## config.mk

```make
export PLATFORM = sky130hd
export DESIGN_NAME = dmem_arbiter_flat
export DESIGN_NICKNAME = d
export VERILOG_FILES = /design/src/rtl/dmem_arbiter_pkg.sv /design/src/rtl/dmem_arbiter_if.sv /design/src/rtl/dmem_arbiter_reservation.sv /design/src/rtl/dmem_arbiter.sv /design/src/flat_wrapper.sv
export SDC_FILE = /design/constraint.sdc
export NUM_CORES = 1
export LEC_CHECK = 0
export ABC_AREA = 0
export BUFFER_PORTS_ARGS = -buffer_cell sky130_fd_sc_hd__buf_2
export CORE_AREA = 2 2 89 91
export CTS_CLUSTER_DIAMETER = 30
export DETAILED_ROUTE_END_ITERATION = 16
export DIE_AREA = 0 0 91 93
export PLACE_DENSITY_LB_ADDON = 0.05
export RECOVER_POWER = 100
export SLEW_MARGIN = 20
export SYNTH_ARGS = -nofsm -noshare
export SYNTH_HDL_FRONTEND = slang
export SYNTH_SLANG_ARGS = --single-unit
```

## constraint.sdc

```tcl
create_clock -name clk_i -period 3.4 [get_ports clk_i]
set_clock_uncertainty 0.15 [all_clocks]
set_input_delay 0.34 -clock clk_i [delete_from_list [all_inputs] [get_ports clk_i]]
set_output_delay 0.34 -clock clk_i [all_outputs]
set_load 0.02 [all_outputs]
```

## src/rtl/dmem_arbiter_pkg.sv

```systemverilog
// Shared constants and helpers for the tile DMEM arbiter and its reservation register.
package dmem_arbiter_pkg;

    localparam int dmem_arb_max_net_wait_gp = 8;

    // Address width that never collapses to zero for a one-entry memory.
    function automatic int safe_clog2(input int n);
        if (n <= 1) begin
            return 1;
        end else begin
            return $clog2(n);
        end
    endfunction

endpackage

```

## src/rtl/dmem_arbiter_if.sv

```systemverilog
// Request, DMEM-port and read-return signals between requesters, the arbiter and the DMEM macro.
interface dmem_arbiter_if #(
    parameter int data_width_p = 32,
    parameter int dmem_size_p  = 1024
);
    import dmem_arbiter_pkg::*;

    localparam int dmem_addr_width_lp = safe_clog2(dmem_size_p);
    localparam int data_mask_width_lp = data_width_p >> 3;

    logic                          core_v_i;
    logic                          core_w_i;
    logic [dmem_addr_width_lp-1:0] core_addr_i;
    logic [data_width_p-1:0]       core_data_i;
    logic [data_mask_width_lp-1:0] core_mask_i;
    logic                          core_reserve_i;
    logic                          core_clear_reserve_i;
    logic                          core_yumi_o;

    logic                          net_v_i;
    logic                          net_w_i;
    logic [dmem_addr_width_lp-1:0] net_addr_i;
    logic [data_width_p-1:0]       net_data_i;
    logic [data_mask_width_lp-1:0] net_mask_i;
    logic                          net_yumi_o;

    logic                          mem_v_o;
    logic                          mem_w_o;
    logic [dmem_addr_width_lp-1:0] mem_addr_o;
    logic [data_width_p-1:0]       mem_data_o;
    logic [data_mask_width_lp-1:0] mem_mask_o;
    logic [data_width_p-1:0]       mem_data_i;

    logic                          core_rdata_v_o;
    logic                          net_rdata_v_o;
    logic [data_width_p-1:0]       rdata_o;
    logic                          reserved_o;
    logic [dmem_addr_width_lp-1:0] reserved_addr_o;
    logic                          break_reserve_o;

    modport slave (
        input  core_v_i, core_w_i, core_addr_i, core_data_i, core_mask_i,
               core_reserve_i, core_clear_reserve_i,
               net_v_i, net_w_i, net_addr_i, net_data_i, net_mask_i,
               mem_data_i,
        output core_yumi_o, net_yumi_o,
               mem_v_o, mem_w_o, mem_addr_o, mem_data_o, mem_mask_o,
               core_rdata_v_o, net_rdata_v_o, rdata_o,
               reserved_o, reserved_addr_o, break_reserve_o
    );

    modport master (
        output core_v_i, core_w_i, core_addr_i, core_data_i, core_mask_i,
               core_reserve_i, core_clear_reserve_i,
               net_v_i, net_w_i, net_addr_i, net_data_i, net_mask_i,
               mem_data_i,
        input  core_yumi_o, net_yumi_o,
               mem_v_o, mem_w_o, mem_addr_o, mem_data_o, mem_mask_o,
               core_rdata_v_o, net_rdata_v_o, rdata_o,
               reserved_o, reserved_addr_o, break_reserve_o
    );

endinterface

```

## src/rtl/dmem_arbiter_reservation.sv

```systemverilog
// Load-reserved reservation register: set by a granted LR, killed by a granted write to the
// reserved word (with a one-cycle break pulse) or dropped silently on a core clear.
module dmem_reservation #(
    parameter int addr_width_p = 10
) (
    input  logic                    clk_i,
    input  logic                    reset_i,
    input  logic                    set_v_i,
    input  logic [addr_width_p-1:0] set_addr_i,
    input  logic                    write_v_i,
    input  logic [addr_width_p-1:0] write_addr_i,
    input  logic                    clear_i,
    output logic                    reserved_o,
    output logic [addr_width_p-1:0] reserved_addr_o,
    output logic                    break_reserve_o
);

    // Set beats break beats clear; a set and a break never share a cycle since only one grant exists.
    always_ff @(posedge clk_i) begin
        if (reset_i) begin
            reserved_o      <= 1'b0;
            reserved_addr_o <= {addr_width_p{1'b0}};
            break_reserve_o <= 1'b0;
        end else begin
            break_reserve_o <= 1'b0;
            if (set_v_i) begin
                reserved_o      <= 1'b1;
                reserved_addr_o <= set_addr_i;
            end else if (write_v_i && reserved_o && (write_addr_i == reserved_addr_o)) begin
                reserved_o      <= 1'b0;
                break_reserve_o <= 1'b1;
            end else if (clear_i) begin
                reserved_o      <= 1'b0;
            end else begin
                reserved_o      <= reserved_o;
            end
        end
    end

endmodule

```

## src/rtl/dmem_arbiter.sv

```systemverilog
// Single-port DMEM arbiter between the core LSU and the network endpoint, with bounded network
// starvation, 1-cycle read-return routing and the LR reservation register.
module dmem_arbiter
    import dmem_arbiter_pkg::*;
#(
    parameter int data_width_p   = 32,
    parameter int dmem_size_p    = 1024,
    parameter int max_net_wait_p = dmem_arb_max_net_wait_gp
) (
    input  logic           clk_i,
    input  logic           reset_i,
    dmem_arbiter_if.slave  bus
);

    localparam int dmem_addr_width_lp = safe_clog2(dmem_size_p);
    localparam int data_mask_width_lp = data_width_p >> 3;
    localparam int starve_width_lp    = safe_clog2(max_net_wait_p + 1);
    localparam logic [starve_width_lp-1:0] starve_max_lp = starve_width_lp'(max_net_wait_p);
    localparam logic [starve_width_lp-1:0] starve_one_lp = starve_width_lp'(1);

    logic [starve_width_lp-1:0] starve_cnt;
    logic                       net_win_s;
    logic                       core_rd_r;
    logic                       net_rd_r;
    logic                       resv_set_s;
    logic                       mem_write_s;

    // Core wins unless it is idle or the network has lost the maximum number of times in a row.
    always_comb begin
        net_win_s = 1'b0;
        if (bus.net_v_i && (!bus.core_v_i || (starve_cnt == starve_max_lp))) begin
            net_win_s = 1'b1;
        end else begin
            net_win_s = 1'b0;
        end
    end

    assign bus.net_yumi_o  = net_win_s;
    assign bus.core_yumi_o = bus.core_v_i & ~net_win_s;
    assign bus.mem_v_o     = bus.core_yumi_o | bus.net_yumi_o;

    // DMEM port fields follow the winner; with no grant they show the core request.
    always_comb begin
        bus.mem_w_o    = bus.core_w_i;
        bus.mem_addr_o = bus.core_addr_i;
        bus.mem_data_o = bus.core_data_i;
        bus.mem_mask_o = bus.core_mask_i;
        if (net_win_s) begin
            bus.mem_w_o    = bus.net_w_i;
            bus.mem_addr_o = bus.net_addr_i;
            bus.mem_data_o = bus.net_data_i;
            bus.mem_mask_o = bus.net_mask_i;
        end else begin
            bus.mem_w_o    = bus.core_w_i;
            bus.mem_addr_o = bus.core_addr_i;
            bus.mem_data_o = bus.core_data_i;
            bus.mem_mask_o = bus.core_mask_i;
        end
    end

    // Consecutive lost arbitrations of a pending network request, saturating at the limit.
    always_ff @(posedge clk_i) begin
        if (reset_i) begin
            starve_cnt <= {starve_width_lp{1'b0}};
        end else if (!bus.net_v_i || bus.net_yumi_o) begin
            starve_cnt <= {starve_width_lp{1'b0}};
        end else if (starve_cnt != starve_max_lp) begin
            starve_cnt <= starve_cnt + starve_one_lp;
        end else begin
            starve_cnt <= starve_cnt;
        end
    end

    // Read-return tag: remembers which requester owns next cycle's DMEM read data.
    always_ff @(posedge clk_i) begin
        if (reset_i) begin
            core_rd_r <= 1'b0;
            net_rd_r  <= 1'b0;
        end else begin
            core_rd_r <= bus.core_yumi_o & ~bus.core_w_i;
            net_rd_r  <= bus.net_yumi_o & ~bus.net_w_i;
        end
    end

    assign bus.core_rdata_v_o = core_rd_r;
    assign bus.net_rdata_v_o  = net_rd_r;
    assign bus.rdata_o        = bus.mem_data_i;

    assign resv_set_s  = bus.core_yumi_o & ~bus.core_w_i & bus.core_reserve_i;
    assign mem_write_s = bus.mem_v_o & bus.mem_w_o;

    dmem_reservation #(
        .addr_width_p (dmem_addr_width_lp)
    ) reservation (
        .clk_i           (clk_i),
        .reset_i         (reset_i),
        .set_v_i         (resv_set_s),
        .set_addr_i      (bus.core_addr_i),
        .write_v_i       (mem_write_s),
        .write_addr_i    (bus.mem_addr_o),
        .clear_i         (bus.core_clear_reserve_i),
        .reserved_o      (bus.reserved_o),
        .reserved_addr_o (bus.reserved_addr_o),
        .break_reserve_o (bus.break_reserve_o)
    );

endmodule

```

## src/flat_wrapper.sv

```systemverilog
// flat-port wrapper written by rule: the top's interface ports become plain ports
module dmem_arbiter_flat import dmem_arbiter_pkg::*;
#(
    parameter int data_width_p   = 32,
    parameter int dmem_size_p    = 1024,
    parameter int max_net_wait_p = dmem_arb_max_net_wait_gp
)
  (clk_i, reset_i, bus_core_v_i, bus_core_w_i, bus_core_addr_i, bus_core_data_i, bus_core_mask_i, bus_core_reserve_i, bus_core_clear_reserve_i, bus_net_v_i, bus_net_w_i, bus_net_addr_i, bus_net_data_i, bus_net_mask_i, bus_mem_data_i, bus_core_yumi_o, bus_net_yumi_o, bus_mem_v_o, bus_mem_w_o, bus_mem_addr_o, bus_mem_data_o, bus_mem_mask_o, bus_core_rdata_v_o, bus_net_rdata_v_o, bus_rdata_o, bus_reserved_o, bus_reserved_addr_o, bus_break_reserve_o);
  dmem_arbiter_if #(.data_width_p(data_width_p), .dmem_size_p(dmem_size_p)) bus_i ();
  input  logic clk_i;
  input  logic reset_i;
  input wire logic [$bits(bus_i.core_v_i)-1:0] bus_core_v_i;
  input wire logic [$bits(bus_i.core_w_i)-1:0] bus_core_w_i;
  input wire logic [$bits(bus_i.core_addr_i)-1:0] bus_core_addr_i;
  input wire logic [$bits(bus_i.core_data_i)-1:0] bus_core_data_i;
  input wire logic [$bits(bus_i.core_mask_i)-1:0] bus_core_mask_i;
  input wire logic [$bits(bus_i.core_reserve_i)-1:0] bus_core_reserve_i;
  input wire logic [$bits(bus_i.core_clear_reserve_i)-1:0] bus_core_clear_reserve_i;
  input wire logic [$bits(bus_i.net_v_i)-1:0] bus_net_v_i;
  input wire logic [$bits(bus_i.net_w_i)-1:0] bus_net_w_i;
  input wire logic [$bits(bus_i.net_addr_i)-1:0] bus_net_addr_i;
  input wire logic [$bits(bus_i.net_data_i)-1:0] bus_net_data_i;
  input wire logic [$bits(bus_i.net_mask_i)-1:0] bus_net_mask_i;
  input wire logic [$bits(bus_i.mem_data_i)-1:0] bus_mem_data_i;
  output wire logic [$bits(bus_i.core_yumi_o)-1:0] bus_core_yumi_o;
  output wire logic [$bits(bus_i.net_yumi_o)-1:0] bus_net_yumi_o;
  output wire logic [$bits(bus_i.mem_v_o)-1:0] bus_mem_v_o;
  output wire logic [$bits(bus_i.mem_w_o)-1:0] bus_mem_w_o;
  output wire logic [$bits(bus_i.mem_addr_o)-1:0] bus_mem_addr_o;
  output wire logic [$bits(bus_i.mem_data_o)-1:0] bus_mem_data_o;
  output wire logic [$bits(bus_i.mem_mask_o)-1:0] bus_mem_mask_o;
  output wire logic [$bits(bus_i.core_rdata_v_o)-1:0] bus_core_rdata_v_o;
  output wire logic [$bits(bus_i.net_rdata_v_o)-1:0] bus_net_rdata_v_o;
  output wire logic [$bits(bus_i.rdata_o)-1:0] bus_rdata_o;
  output wire logic [$bits(bus_i.reserved_o)-1:0] bus_reserved_o;
  output wire logic [$bits(bus_i.reserved_addr_o)-1:0] bus_reserved_addr_o;
  output wire logic [$bits(bus_i.break_reserve_o)-1:0] bus_break_reserve_o;
  assign bus_i.core_v_i = bus_core_v_i;
  assign bus_i.core_w_i = bus_core_w_i;
  assign bus_i.core_addr_i = bus_core_addr_i;
  assign bus_i.core_data_i = bus_core_data_i;
  assign bus_i.core_mask_i = bus_core_mask_i;
  assign bus_i.core_reserve_i = bus_core_reserve_i;
  assign bus_i.core_clear_reserve_i = bus_core_clear_reserve_i;
  assign bus_i.net_v_i = bus_net_v_i;
  assign bus_i.net_w_i = bus_net_w_i;
  assign bus_i.net_addr_i = bus_net_addr_i;
  assign bus_i.net_data_i = bus_net_data_i;
  assign bus_i.net_mask_i = bus_net_mask_i;
  assign bus_i.mem_data_i = bus_mem_data_i;
  assign bus_core_yumi_o = bus_i.core_yumi_o;
  assign bus_net_yumi_o = bus_i.net_yumi_o;
  assign bus_mem_v_o = bus_i.mem_v_o;
  assign bus_mem_w_o = bus_i.mem_w_o;
  assign bus_mem_addr_o = bus_i.mem_addr_o;
  assign bus_mem_data_o = bus_i.mem_data_o;
  assign bus_mem_mask_o = bus_i.mem_mask_o;
  assign bus_core_rdata_v_o = bus_i.core_rdata_v_o;
  assign bus_net_rdata_v_o = bus_i.net_rdata_v_o;
  assign bus_rdata_o = bus_i.rdata_o;
  assign bus_reserved_o = bus_i.reserved_o;
  assign bus_reserved_addr_o = bus_i.reserved_addr_o;
  assign bus_break_reserve_o = bus_i.break_reserve_o;
  dmem_arbiter #(.data_width_p(data_width_p), .dmem_size_p(dmem_size_p), .max_net_wait_p(max_net_wait_p)) u_core (.clk_i(clk_i), .reset_i(reset_i), .bus(bus_i));
endmodule
```

# Yosys cells after proc, flatten, opt, wreduce, memory -nomap -nowiden

Index checks and enable logic that the tools add are counted.
W data, S select, Z words.

Register bits after elaboration: 18
Bits of input ports: 132
Output and inout port bits: 96
Word-level logic and storage cells: 38

Add/sub/neg operators: 1
Equality and inequality tests: 3
Mux-type cells: 9
Bitwise gates (word level): 9
Reductions and logical operators: 10

Operator list:

| cell                  | number |
|---|---|
| $mux W32              | 1 |
| $eq A10 B10 Y1        | 1 |
| $mux W10              | 1 |
| $mux W1               | 6 |
| $and A1 B1 Y1         | 5 |
| $add A4 B1 Y4 const B | 1 |
| $eq A4 B4 Y1 const B  | 1 |
| $mux W4               | 1 |
| $ne A4 B4 Y1 const B  | 1 |
| $reduce_or A2 Y1      | 2 |
| $logic_and A1 B1 Y1   | 3 |
| $not A1 Y1            | 3 |
| $reduce_bool A3 Y1    | 1 |
| $logic_not A1 Y1      | 2 |
| $logic_or A1 B1 Y1    | 2 |
| $or A1 B1 Y1          | 1 |

# Logic depth before layout (Yosys ltp)

Depth in word-level cells: 12
Gate-level depth with buffers: 9
Mapped depth without buffers: 8

# Modules after synthesis

Synthesis repeated with hierarchy kept, for this count alone.

Cell total of the unflattened synthesis: 167
Area total of the unflattened synthesis: 1848.0 µm²

By module, submodules not included:

| module           | instances | cells an instance | area an instance (µm²) | sequential area each (µm²) |
|---|---|---|---|---|
| dmem_arbiter     | 1         | 114               | 1315.0                 | 120.1 |
| dmem_reservation | 1         | 53                | 533.0                  | 240.2 |

# Worst setup path after synthesis

Ideal clock, no wire load.

Path kind: reg-to-output
From: reg u_core.starve_cnt[0]
To: out bus_mem_data_o[25]
Data arrival time: 1.705 ns
Data required time: 2.910 ns
Slack: 1.205 ns
Stages on the path, launching flop included: 10
Path buffers: 2
Cells stage by stage: dfxtp_1 -> inv_1 -> ha_1 -> and4b_4 -> nor2_4 -> inv_2 -> buf_6 -> clkbuf_1 -> nand2_1 -> nand2_1

Word-level cells in the longest chain between the ends: 5

RTL lines:

| item                   | RTL line           | source |
|---|---|---|
| start, declared        | dmem_arbiter.sv:21 | `logic [starve_width_lp-1:0] starve_cnt;` |
| start signal, assigned | dmem_arbiter.sv:64 | `starve_cnt <= {starve_width_lp{1'b0}};` |
| start signal, assigned | dmem_arbiter.sv:66 | `starve_cnt <= {starve_width_lp{1'b0}};` |
| start signal, assigned | dmem_arbiter.sv:68 | `starve_cnt <= starve_cnt + starve_one_lp;` |
| $eq A4 B4 Y1           | dmem_arbiter.sv:31 | `if (bus.net_v_i && (!bus.core_v_i \|\| (starve_cnt == starve_max_lp))) begin` |
| $logic_or A1 B1 Y1     | dmem_arbiter.sv:31 |  |
| $logic_and A1 B1 Y1    | dmem_arbiter.sv:31 |  |
| $mux W1                | dmem_arbiter.sv:31 |  |
| net bus_net_yumi_o     | flat_wrapper.sv:26 | `output wire logic [$bits(bus_i.net_yumi_o)-1:0] bus_net_yumi_o;` |
| $mux W32               | dmem_arbiter.sv:48 | `if (net_win_s) begin` |
| end, declared          | flat_wrapper.sv:30 | `output wire logic [$bits(bus_i.mem_data_o)-1:0] bus_mem_data_o;` |

The timed path passes the listed nets, and every way through them passes these cells.

# Worst setup path in the final report

From: reg u_core.starve_cnt[0]
To: out bus_mem_data_o[6]

Word-level cells in the longest chain between the ends: 5

RTL lines:

| item                | RTL line |
|---|---|
| $eq A4 B4 Y1        | dmem_arbiter.sv:31 |
| $logic_or A1 B1 Y1  | dmem_arbiter.sv:31 |
| $logic_and A1 B1 Y1 | dmem_arbiter.sv:31 |
| $mux W1             | dmem_arbiter.sv:31 |
| $mux W32            | dmem_arbiter.sv:48 |

No other way between the ends.

==> flow_summary_export.csv <==
group,metric,value,unit
synthesis,async_reset_ff_share,0,%
clock_tree,post_cts_buffers,0,
worst_setup_path,critPathMaxStageDelay,0.41,ns
grt,antenna_found_initial,0,
final_layout,area_delta_synth_final,34.4,%
synthesis,ys_warn_count,0,
synthesis,syn-num-nets,424,
synthesis,synth_edf_count,0,
clock_tree,clock_path_buffers,2,
routing,drt_pass1_iterations,7,
synthesis,synth_area,1840,µm²
timing,relSlewSlack,40.8,%
worst_setup_path,path_cells,"inv_1 > ha_1 > and4b_1 > nor2_1 > inv_2 > clkbuf_2 > nand2_1 > nand2_1 > clkbuf_1",
power_and_ir_drop,seqPwrFrac,32.3,%
run_status,outcome,"finished, final reports clean",
final_layout,final_common_cell,"nand2_1",
worst_hold_path,hp-class,"in2reg",
final_layout,multi_input_area,1090,µm²
grt,use_met2,25.2,%
routing,routed-via-count,2217,
final_layout,final_layout_size_suffix_gt1_share,27.8,%
power_and_ir_drop,power.internal,0.425,mW
placement,gp_congestion,0.740,
timing,finalMaxSlewViolations,0,
placement,port_buffers,163,
routing,ant_nets,0,
floorplan,fp.dieW,91,µm
timing,hold_violations,0,
clock_tree,cts_max_level,1,
worst_setup_path,slowest_stage,"clkbuf_2",
floorplan,std_cell_rows,32,
grt,grt_pass1_vias,2082,
synthesis,syn_area_per_cell,6.33,µm²
routing,drt_wl_total,6790,µm
synthesis,synth_seq_cells,18,
floorplan,ioPinCount,228,
power_and_ir_drop,clkPwrFrac,26.7,%
power_and_ir_drop,peakVddDrop,0.000141,V
worst_setup_path,critPathMaxFanout,18,
grt,gr-total-overflow,0,
placement,dpl.hpwl,5470,µm
timing,worst_pin_slew,0.887,ns
routing,drc,0,
run,cap_violations,0,
power_and_ir_drop,pwr-share-comb,41.0,%
power_and_ir_drop,p_per_area,280,nW/µm²
worst_setup_path,endpoint_kind,"primary output",
timing,fin_crit_sh,82.8,%
final_layout,nFillCells,924,
final_layout,final_cell_mix,"nand2_1 (127), buf_2 (104), clkbuf_1 (60)",
placement,preCtsSetupSlack,1.00,ns
clock_tree,cts_sinks,18,
routing,drt_iter0_drc,46,
grt,grt_pass1_wl,10300,µm
synthesis,ys.flop_type,"dfxtp_1",
clock_tree,cts_resized,0,
grt,grt.busiest_layer,"met2",
timing,fin_ws,0.585,ns
worst_setup_path,cp-start-kind,"flip-flop",
power_and_ir_drop,p_leak,1.27,nW
clock_tree,cts_hold_buf,0,
timing,min_period,2.81,ns
worst_setup_path,crit_buf_inv,4,
clock_tree,clock_latency,0.26,ns
worst_setup_path,reg2reg_depth,9,
worst_setup_path,critPathRequiredTime,2.91,ns
worst_hold_path,min_path_cells,2,
power_and_ir_drop,switchingPower,0.266,mW
grt,grt_max_degree,47,
grt,gr-usage-met1,18.9,%
clock_tree,cts_tree,"built",
clock_tree,cts.clk_slew.worst_paths,0.08,ns
routing,routedWlPerCell,13.1,µm
grt,grt_use_met3,3.87,%
floorplan,core,7530,µm²
clock_tree,cts_root_buf,"clkbuf_8",
worst_setup_path,cp.arrival,2.32,ns
synthesis,synth.distinct_cells,43,
worst_setup_path,cp_common_cell,"nand2_1",
timing,fin_setup_tns,0,ns
timing,max_freq,355,MHz
worst_setup_path,cp_num_cells,9,
timing,setup_violations,0,
floorplan,die_h,93,µm
synthesis,syn_inst,290,
final_layout,nets,552,
routing,via_per_inst,4.27,
floorplan,die-area,8460,µm²
timing,rsz0062_at_grt,"false",
final_layout,antenna_cells,0,
worst_setup_path,crit_family,"buffers and inverters",
grt,track_usage,15.0,%
synthesis,yosysSeqAreaShare,19.6,%
worst_setup_path,criticalPathCategory,"reg2out",
power_and_ir_drop,swShare,38.5,%
clock_tree,cts_made_buffers,3,
final_layout,seq_area,360,µm²
floorplan,start_util,24.4,%
[path summary, 6_finish.rpt]
kind                        start  slack, ns                             to
max reg2reg  u_core.starve_cnt[0]       0.88  u_core.reservation.reserved_o
min                   bus_net_w_i       0.17       u_core.bus.net_rdata_v_o
max          u_core.starve_cnt[0]       0.59              bus_mem_data_o[6]
min reg2reg  u_core.starve_cnt[0]       0.33           u_core.starve_cnt[0]
[worst register-to-register path: cells and delay by family (launching register included)]
family	cells	cell delay (ns)
buffers and inverters	3	0.48
AO/OA/AOI/OAI	2	0.43
AND/OR/NAND/NOR	3	0.76
adder cells (fa/ha/maj)	1	0.22
flip-flops	1	0.38
[sequential cells by signal, summed over array words and instances (netlist names)]
name / flops
u_core.reservation.reserved_addr_o: 10
u_core.starve_cnt: 4
u_core.bus.core_rdata_v_o: 1
u_core.bus.net_rdata_v_o: 1
u_core.reservation.break_reserve_o: 1
u_core.reservation.reserved_o: 1
[cell type report]
type                       count  share of cell area, %
multi-input combinational    210                   44.2
timing repair buffer         167                   31.0
sequential                    18                   14.6
tap                          102                   5.17
inverter                      18                   2.74
clock buffer                   4                   2.23
[cells by family after synthesis]
family | synth area share (%)
multiplexers | 6.27
buffers and inverters | 20.1
flip-flops | 19.6
adder cells (fa/ha/maj) | 1.36
AND/OR/NAND/NOR | 38.2
XOR/XNOR | 3.34
AO/OA/AOI/OAI | 11.1
[layer usage]
metal	vias up	routed length, µm
met4	0	192
met3	16	597
li1	1143	-
met2	121	3200
met5	-	0
met1	937	2810
[power groups by stage]
stage	logic, mW	clock network, mW	registers, mW
final	0.283	0.185	0.223
after global routing	0.315	0.201	0.224
after CTS	0.303	0.193	0.223
after detailed placement	0.301	0	0.228
after global placement	0.304	0	0.228
after floorplan	0.217	0	0.233
[synth_stat cells, types with 2 or more instances]
| cell type | n | share of area (%) |
|---|---|---|
| mux2i_1 | 10 | 5.4 |
| nor3_1 | 2 | 0.54 |
| o211ai_1 | 2 | 0.82 |
| a21oi_1 | 3 | 0.82 |
| dfxtp_1 | 18 | 20 |
| clkbuf_1 | 9 | 1.8 |
| buf_6 | 2 | 1.2 |
| nand3_1 | 3 | 0.82 |
| xor2_1 | 2 | 0.95 |
| o221ai_1 | 2 | 0.95 |
| nand2_1 | 127 | 26 |
| inv_1 | 17 | 3.5 |
| xnor2_1 | 5 | 2.4 |
| nor4_1 | 2 | 0.68 |
| o22ai_1 | 2 | 0.68 |
| ha_1 | 2 | 1.4 |
| nand4b_1 | 2 | 0.95 |
| buf_4 | 32 | 13 |
| nor2_1 | 16 | 3.3 |
| nand2b_1 | 4 | 1.4 |
| o21ai_0 | 6 | 1.6 |
[through the flow]
| stage | util (%) | hold slack, ns | total power, mW | instance area (µm²) | std cells |
|---|---|---|---|---|---|
| finish | 32.8 | 0.171 | 0.691 | 2470 | 519 |
| global route | 32.8 | 0.158 | 0.740 | 2470 | 519 |
| CTS | 34.1 | 0.154 | 0.718 | 2570 | 519 |
| detailed placement | 33.4 | 0.315 | 0.529 | 2510 | 515 |
| global placement | 33.4 | 0.302 | 0.532 | 2510 | 515 |
| floorplan | - | 0.267 | 0.451 | 1840 | 290 |
Power figures use the tool's default switching activity.
